==> config.mk <==
export PLATFORM = sky130hd
export DESIGN_NAME = sha512_core_inbuf_flat
export DESIGN_NICKNAME = d
export VERILOG_FILES = /design/src/rtl/sha512_core_inbuf_pkg.sv /design/src/rtl/sha512_core_inbuf_if.sv /design/src/rtl/sha512_inbuf_ram.sv /design/src/rtl/sha512_core_inbuf.sv /design/src/flat_wrapper.sv
export SDC_FILE = /design/constraint.sdc
export NUM_CORES = 2
export LEC_CHECK = 0
export ABC_AREA = 1
export CORE_UTILIZATION = 23
export DETAILED_ROUTE_END_ITERATION = 6
export GPL_TIMING_DRIVEN = 0
export PLACE_DENSITY_LB_ADDON = 0.12
export SYNTH_ARGS = -nofsm -noshare
export SYNTH_HDL_FRONTEND = slang
export SYNTH_SLANG_ARGS = --single-unit
==> constraint.sdc <==
create_clock -name CLK -period 3.96 [get_ports CLK]
set_input_delay 0.594 -clock CLK [delete_from_list [all_inputs] [get_ports CLK]]
set_output_delay 0.594 -clock CLK [all_outputs]
set_load 0.02 [all_outputs]
==> src/rtl/sha512_core_inbuf_pkg.sv <==
`default_nettype none
// ============================================================================
// Module      : sha512_core_inbuf_pkg
// Description : Shared constants and helpers for the per-core input block store.
// Revision    : 1.0 - initial release
// ============================================================================
package sha512_core_inbuf_pkg;

    localparam int c_BLK_OP_MSB    = 2;
    localparam int c_WORD_W        = 64;
    localparam int c_WORDS_PER_BLK = 16;
    localparam int c_WORD_AW       = $clog2(c_WORDS_PER_BLK);

    localparam logic [c_WORD_AW-1:0] c_LAST_WORD = c_WORD_AW'(c_WORDS_PER_BLK - 1);
    localparam logic [1:0]           c_CNT_FULL  = 2'd2;
    localparam logic [1:0]           c_CNT_EMPTY = 2'd0;

    // Occupancy update; a simultaneous commit and release leaves the count alone.
    function automatic logic [1:0] cnt_next(input logic [1:0] cnt,
                                            input logic       inc,
                                            input logic       dec);
        logic [1:0] res;
        res = cnt;
        case ({inc, dec})
            2'b10:   res = cnt + 2'd1;
            2'b01:   res = cnt - 2'd1;
            default: res = cnt;
        endcase
        return res;
    endfunction

endpackage
`default_nettype wire

==> src/rtl/sha512_core_inbuf_if.sv <==
`default_nettype none
// ============================================================================
// Module      : sha512_core_inbuf_if
// Description : Write, read and status signals between the distribution stage,
//               the input block store and its sha512 core.
// Revision    : 1.0 - initial release
// ============================================================================
interface sha512_core_inbuf_if
    import sha512_core_inbuf_pkg::*;
#(
    parameter int WORD_W   = c_WORD_W,
    parameter int BLK_OP_W = c_BLK_OP_MSB + 1
);
    logic                 wr_en;
    logic [3:0]           wr_addr;
    logic [WORD_W-1:0]    din;
    logic                 set_input_ready;
    logic                 input_ctx;
    logic                 input_seq;
    logic [BLK_OP_W-1:0]  input_blk_op;
    logic                 wr_rdy;
    logic [3:0]           rd_addr;
    logic                 rd_en;
    logic [WORD_W-1:0]    dout;
    logic                 blk_valid;
    logic                 blk_ctx;
    logic                 blk_seq;
    logic [BLK_OP_W-1:0]  blk_op;
    logic                 rd_done;
    logic                 err;

    modport master (
        output wr_en, wr_addr, din, set_input_ready, input_ctx, input_seq, input_blk_op,
        output rd_addr, rd_en, rd_done,
        input  wr_rdy, dout, blk_valid, blk_ctx, blk_seq, blk_op, err
    );

    modport slave (
        input  wr_en, wr_addr, din, set_input_ready, input_ctx, input_seq, input_blk_op,
        input  rd_addr, rd_en, rd_done,
        output wr_rdy, dout, blk_valid, blk_ctx, blk_seq, blk_op, err
    );

endinterface
`default_nettype wire

==> src/rtl/sha512_inbuf_ram.sv <==
`default_nettype none
// ============================================================================
// Module      : sha512_inbuf_ram
// Description : Small RAM, one synchronous write port and one registered,
//               enable-gated read port with cleared output register.
// Revision    : 1.0 - initial release
// ============================================================================
module sha512_inbuf_ram #(
    parameter int WORD_W = 64,
    parameter int DEPTH  = 32
) (
    input  wire logic                       CLK,
    input  wire logic                       reset,
    input  wire logic                       we,
    input  wire logic [$clog2(DEPTH)-1:0]   waddr,
    input  wire logic [WORD_W-1:0]          wdata,
    input  wire logic                       re,
    input  wire logic [$clog2(DEPTH)-1:0]   raddr,
    output logic      [WORD_W-1:0]          rdata
);

    logic [WORD_W-1:0] r_mem [DEPTH];
    logic [WORD_W-1:0] r_rdata;

    // Array has no reset so it can map onto distributed RAM.
    always_ff @(posedge CLK) begin
        if (we) begin
            r_mem[waddr] <= wdata;
        end
    end

    always_ff @(posedge CLK) begin
        if (reset) begin
            r_rdata <= '0;
        end else if (re) begin
            r_rdata <= r_mem[raddr];
        end
    end

    assign rdata = r_rdata;

endmodule
`default_nettype wire

==> src/rtl/sha512_core_inbuf.sv <==
`default_nettype none
// ============================================================================
// Module      : sha512_core_inbuf
// Description : Per-core double-buffered SHA-512 input block store with
//               per-slot descriptors and a sticky protocol-error flag.
// Revision    : 1.0 - initial release
// ============================================================================
module sha512_core_inbuf
    import sha512_core_inbuf_pkg::*;
#(
    parameter int WORD_W   = c_WORD_W,
    parameter int BLK_OP_W = c_BLK_OP_MSB + 1,
    parameter int N_SLOTS  = 2
) (
    input  wire logic          CLK,
    input  wire logic          reset,
    sha512_core_inbuf_if.slave bus
);

    if (N_SLOTS != 2) begin : g_slots_check
        $error("sha512_core_inbuf supports exactly two slots");
    end

    logic                 r_wr_slot;
    logic                 r_rd_slot;
    logic [1:0]           r_cnt;
    logic                 r_err;
    logic [N_SLOTS-1:0]   r_ctx;
    logic [N_SLOTS-1:0]   r_seq;
    logic [BLK_OP_W-1:0]  r_op [N_SLOTS];

    logic w_has_room;
    logic w_empty;
    logic w_wr_ok;
    logic w_commit;
    logic w_release;
    logic w_err_evt;

    assign w_has_room = (r_cnt != c_CNT_FULL);
    assign w_empty    = (r_cnt == c_CNT_EMPTY);
    assign w_wr_ok    = bus.wr_en & w_has_room;
    // set_input_ready is level-held upstream; only a qualified word may commit.
    assign w_commit   = w_wr_ok & bus.set_input_ready;
    assign w_release  = bus.rd_done & ~w_empty;

    assign w_err_evt  = (bus.wr_en & ~w_has_room)
                      | (w_commit & (bus.wr_addr != c_LAST_WORD))
                      | (bus.rd_en & w_empty)
                      | (bus.rd_done & w_empty);

    always_ff @(posedge CLK) begin
        if (reset) begin
            r_wr_slot <= 1'b0;
            r_rd_slot <= 1'b0;
            r_cnt     <= c_CNT_EMPTY;
            r_err     <= 1'b0;
            r_ctx     <= '0;
            r_seq     <= '0;
            for (int i = 0; i < N_SLOTS; i++) begin
                r_op[i] <= '0;
            end
        end else begin
            if (w_commit) begin
                r_ctx[r_wr_slot] <= bus.input_ctx;
                r_seq[r_wr_slot] <= bus.input_seq;
                r_op[r_wr_slot]  <= bus.input_blk_op;
                r_wr_slot        <= ~r_wr_slot;
            end
            if (w_release) begin
                r_rd_slot <= ~r_rd_slot;
            end
            r_cnt <= cnt_next(r_cnt, w_commit, w_release);
            if (w_err_evt) begin
                r_err <= 1'b1;
            end
        end
    end

    sha512_inbuf_ram #(
        .WORD_W (WORD_W),
        .DEPTH  (N_SLOTS * c_WORDS_PER_BLK)
    ) u_ram (
        .CLK    (CLK),
        .reset  (reset),
        .we     (w_wr_ok),
        .waddr  ({r_wr_slot, bus.wr_addr}),
        .wdata  (bus.din),
        .re     (bus.rd_en),
        .raddr  ({r_rd_slot, bus.rd_addr}),
        .rdata  (bus.dout)
    );

    assign bus.wr_rdy    = w_has_room;
    assign bus.blk_valid = ~w_empty;
    assign bus.blk_ctx   = r_ctx[r_rd_slot];
    assign bus.blk_seq   = r_seq[r_rd_slot];
    assign bus.blk_op    = r_op[r_rd_slot];
    assign bus.err       = r_err;

endmodule
`default_nettype wire
==> src/flat_wrapper.sv <==
// flat-port wrapper written by rule: the top's interface ports become plain ports
module sha512_core_inbuf_flat import sha512_core_inbuf_pkg::*;
#(
    parameter int WORD_W   = c_WORD_W,
    parameter int BLK_OP_W = c_BLK_OP_MSB + 1,
    parameter int N_SLOTS  = 2
)
  (CLK, reset, bus_wr_en, bus_wr_addr, bus_din, bus_set_input_ready, bus_input_ctx, bus_input_seq, bus_input_blk_op, bus_rd_addr, bus_rd_en, bus_rd_done, bus_wr_rdy, bus_dout, bus_blk_valid, bus_blk_ctx, bus_blk_seq, bus_blk_op, bus_err);
  sha512_core_inbuf_if #(.WORD_W(WORD_W), .BLK_OP_W(BLK_OP_W)) bus_i ();
  input  wire logic CLK;
  input  wire logic reset;
  input wire logic [$bits(bus_i.wr_en)-1:0] bus_wr_en;
  input wire logic [$bits(bus_i.wr_addr)-1:0] bus_wr_addr;
  input wire logic [$bits(bus_i.din)-1:0] bus_din;
  input wire logic [$bits(bus_i.set_input_ready)-1:0] bus_set_input_ready;
  input wire logic [$bits(bus_i.input_ctx)-1:0] bus_input_ctx;
  input wire logic [$bits(bus_i.input_seq)-1:0] bus_input_seq;
  input wire logic [$bits(bus_i.input_blk_op)-1:0] bus_input_blk_op;
  input wire logic [$bits(bus_i.rd_addr)-1:0] bus_rd_addr;
  input wire logic [$bits(bus_i.rd_en)-1:0] bus_rd_en;
  input wire logic [$bits(bus_i.rd_done)-1:0] bus_rd_done;
  output wire logic [$bits(bus_i.wr_rdy)-1:0] bus_wr_rdy;
  output wire logic [$bits(bus_i.dout)-1:0] bus_dout;
  output wire logic [$bits(bus_i.blk_valid)-1:0] bus_blk_valid;
  output wire logic [$bits(bus_i.blk_ctx)-1:0] bus_blk_ctx;
  output wire logic [$bits(bus_i.blk_seq)-1:0] bus_blk_seq;
  output wire logic [$bits(bus_i.blk_op)-1:0] bus_blk_op;
  output wire logic [$bits(bus_i.err)-1:0] bus_err;
  assign bus_i.wr_en = bus_wr_en;
  assign bus_i.wr_addr = bus_wr_addr;
  assign bus_i.din = bus_din;
  assign bus_i.set_input_ready = bus_set_input_ready;
  assign bus_i.input_ctx = bus_input_ctx;
  assign bus_i.input_seq = bus_input_seq;
  assign bus_i.input_blk_op = bus_input_blk_op;
  assign bus_i.rd_addr = bus_rd_addr;
  assign bus_i.rd_en = bus_rd_en;
  assign bus_i.rd_done = bus_rd_done;
  assign bus_wr_rdy = bus_i.wr_rdy;
  assign bus_dout = bus_i.dout;
  assign bus_blk_valid = bus_i.blk_valid;
  assign bus_blk_ctx = bus_i.blk_ctx;
  assign bus_blk_seq = bus_i.blk_seq;
  assign bus_blk_op = bus_i.blk_op;
  assign bus_err = bus_i.err;
  sha512_core_inbuf #(.WORD_W(WORD_W), .BLK_OP_W(BLK_OP_W), .N_SLOTS(N_SLOTS)) u_core (.CLK(CLK), .reset(reset), .bus(bus_i));
endmodule
==> flow_summary_export.csv <==
group,metric,value,unit
clock_network,cts-root-buf,"clkbuf_16",
global_route,grt_max_degree,33,
detailed_routing,drt_wl_total,377000,um
setup_path,required,3.37,ns
cells_and_area,fin_util,28.3,%
floorplan,die_area,0.371,mm^2
synth,synth_seq_cells,2128,
power,clock_power_share,43.7,%
timing,rsz0062_at_grt,"false",
synth,ys_types,21,
timing,slew_violations,0,
global_route,grt_pass1_vias,56693,
synth,syn_nets,7108,
global_route,grt_pass1_wl,504000,um
timing,setup_viol,0,
clock_network,numCtsBuffers,262,
timing,fin_crit,3.63,ns
clock_network,clockBufferDepth,4,
global_route,grt_overflow_total,0,
detailed_routing,ant_nets,0,
placed_design,dp_hpwl,261000,um
timing,max_slew_margin,2.14,%
power,power.leakage,36.2,nW
setup_path,cp_max_fo,15,
synth,syn-instance-count,7025,
detailed_routing,drc,0,
timing,worst_slew_pin_slew,1.47,ns
floorplan,pin_count,155,
hold_path,hp-class,"in -> reg",
power,p_int,39.6,mW
timing,setup_tns,0,ns
setup_path,criticalPathCategory,"reg -> out",
floorplan,die_h,609,um
status,status,"completed",
placed_design,port_buffers,150,
global_route,track_usage,19.8,%
synth,syn-mean-instance-area,12.1,um^2
placed_design,place_congestion,0.786,
clock_network,post-cts-setup-buffers,0,
setup_path,cp_data_arrival_time,3.03,ns
detailed_routing,avgRoutedWirePerCell,29.9,um
synth,synth_top_area_share,72.8,%
clock_network,clk_latency,0.89,ns
power,switchingPower,13.5,mW
floorplan,dieWidth,609,um
global_route,antenna_found_initial,45,
power,power,53.1,mW
power,combPwrFrac,8.9,%
clock_network,h-tree-depth,5,
detailed_routing,vias,58201,
flow_run,cap_violations,0,
detailed_routing,vias_per_cell,4.62,
setup_path,cp-start-kind,"register",
floorplan,rows,222,
power,seqPwrFrac,47.5,%
synth,synth_top_area_cell,"edfxtp_1",
clock_network,cts_tree,"yes",
floorplan,start_util,23.1,%
detailed_routing,first_pass_iters,6,
power,peakVddDrop,0.285,mV
timing,hold_viol,0,
timing,fin_skew,0.0287,ns
clock_network,clk_pin_slew,0.05,ns
cells_and_area,nets,7661,
setup_path,end_kind,"primary output",
detailed_routing,drt_iter0_markers,5493,
cells_and_area,synthToLayoutAreaGrowth,22.2,%
synth,synthTopCellsByArea,"edfxtp_1 (73%), nand3_1 (12%), nand2_1 (9.7%), dfxtp_1 (1.7%), buf_2 (1.5%)",
synth,synth_warnings,0,
timing,fin_crit_sh,91.6,%
synth,synth-seq-area-share,74.6,%
clock_network,cts.sinks,2128,
cells_and_area,drive_above_1_share,11.2,%
setup_path,cp_slowest_cell,"dfxtp_4",
setup_path,max_stage_delay,0.64,ns
power,p_sw_share,25.4,%
floorplan,coreArea,0.366,mm^2
timing,fmax,276,MHz
clock_network,ctsHoldBuffers,0,
setup_path,path_cells,"buf_1, nand2_1, o21ai_0, clkdlybuf4s50_1",
power,power.density,513,mW/mm^2
synth,synth_area,0.0847,mm^2
==> power by group through the flow <==
stage | clock network (mW) | logic [mW] | registers (mW)
floorplan | 0 | 1.90 | 25.7
detailed placement | 0 | 4.78 | 25.6
global route | 24.4 | 4.99 | 25.2
global placement | 0 | 4.62 | 25.7
finish | 23.2 | 4.70 | 25.2
CTS | 23.7 | 4.76 | 25.2
==> routing by layer <==
layer	up-vias	track usage [%]	share of wire (%)
li1	26070	-	-
met1	29827	25.7	43
met2	1856	34.3	49
met3	436	3.35	5.8
met4	12	4.58	2.4
met5	-	0	0.021
==> state kept, by name (all words and copies together) (netlist names), named ones only <==
signal and cells:
u_core.u_ram.r_mem 2048, u_core.u_ram.rdata 64, u_core.r_op 6, u_core.r_cnt 2
u_core.r_ctx 2, u_core.r_seq 2, u_core.bus.err 1, u_core.r_rd_slot 1
u_core.r_wr_slot 1
==> logic make-up after synthesis <==
group | count (synthesis) | synth area share [%]
and+or+nand+nor | 4325 | 22.1
muxes | 3 | 0.0399
DFF | 2128 | 74.6
xor gates and xnor gates | 1 | 0.0103
buffers and inverters | 550 | 3.15
AOI/OAI and AO/OA | 18 | 0.121
==> metrics by stage <==
stage,worst slack (ns),area (um^2),cells,hold WS [ns]
floorplan,-0.352,84700,7025,0.444
detailed placement,-0.366,95400,12131,0.471
global route,0.207,103000,12593,0.287
finish,0.332,103000,12610,0.267
CTS,0.213,103000,12588,0.239
global placement,-7.65,92200,11991,0.455
==> layout make-up <==
class | count | area [um^2]
Buffer | 460 | 2360
Timing Repair Buffer | 291 | 4410
Multi-Input combinational cell | 4347 | 19100
Clock inverter | 86 | 628
Tap cell | 4816 | 6030
Fill cell | 37445 | 263000
Sequential cell | 2128 | 63200
Antenna cell | 21 | 52.6
Inverter | 88 | 333
Clock buffer | 373 | 7420
==> critical path: cells and delay by family, from the launching register on <==
kind | cells | cell delay [ns]
AO/OA/AOI/OAI | 1 | 0.11
AND/OR/NAND/NOR | 1 | 0.12
buffers and inverters | 2 | 1.23
flip-flops | 1 | 0.64
==> path summary, 6_finish.rpt <==
path / slack [ns] / cells past startpoint / from / end
setup / recovery: 0.33 / 4 / u_core.r_rd_slot / bus_blk_seq
setup reg to reg: 0.44 / 7 / u_core.r_cnt[1] / u_core.u_ram.r_mem[1][31]
hold / removal: 0.27 / 5 / bus_rd_en / u_core.u_ram.rdata[11]
hold reg to reg: 0.47 / 2 / u_core.r_seq[0] / u_core.r_seq[0]
==> timing repair <==
item | 4_1_cts | 5_1_grt
endpoints found under the setup margin | 3 | 0
endpoints found under the hold margin | 0 | 0
resized for setup | 2 | 0
==> layout by cell type, fill, tap and decap left out, types with 4 or more instances in the layout <==
cell / n
nor2_4: 32
clkbuf_16: 276
buf_1: 38
diode_2: 21
edfxtp_1: 2054
dfxtp_1: 73
clkbuf_1: 164
inv_1: 86
inv_6: 10
buf_2: 284
clkinv_2: 19
buf_16: 23
clkbuf_2: 17
nand2_1: 2186
buf_6: 17
buf_4: 39
nor2_1: 138
o21ai_0: 9
bufinv_16: 6
buf_12: 117
clkbuf_8: 15
clkinv_1: 42
clkdlybuf4s50_1: 133
clkinvlp_4: 4
nand3_1: 1967
a21oi_1: 5
==> cell usage after synthesis, drive strengths merged <==
| cell type | number |
|---|---|
| nand2 | 2186 |
| edfxtp | 2054 |
| nand3 | 1967 |
| buf | 361 |
| nor2 | 170 |
| clkbuf | 101 |
| inv | 88 |
| dfxtp | 74 |
| o21ai | 9 |
| a21oi | 5 |
| mux2 | 3 |
| nand4 | 2 |
| o22ai | 2 |
| a21boi | 1 |
| a41oi | 1 |
| xor2 | 1 |
Note: power is estimated with default switching activity, not from simulation.
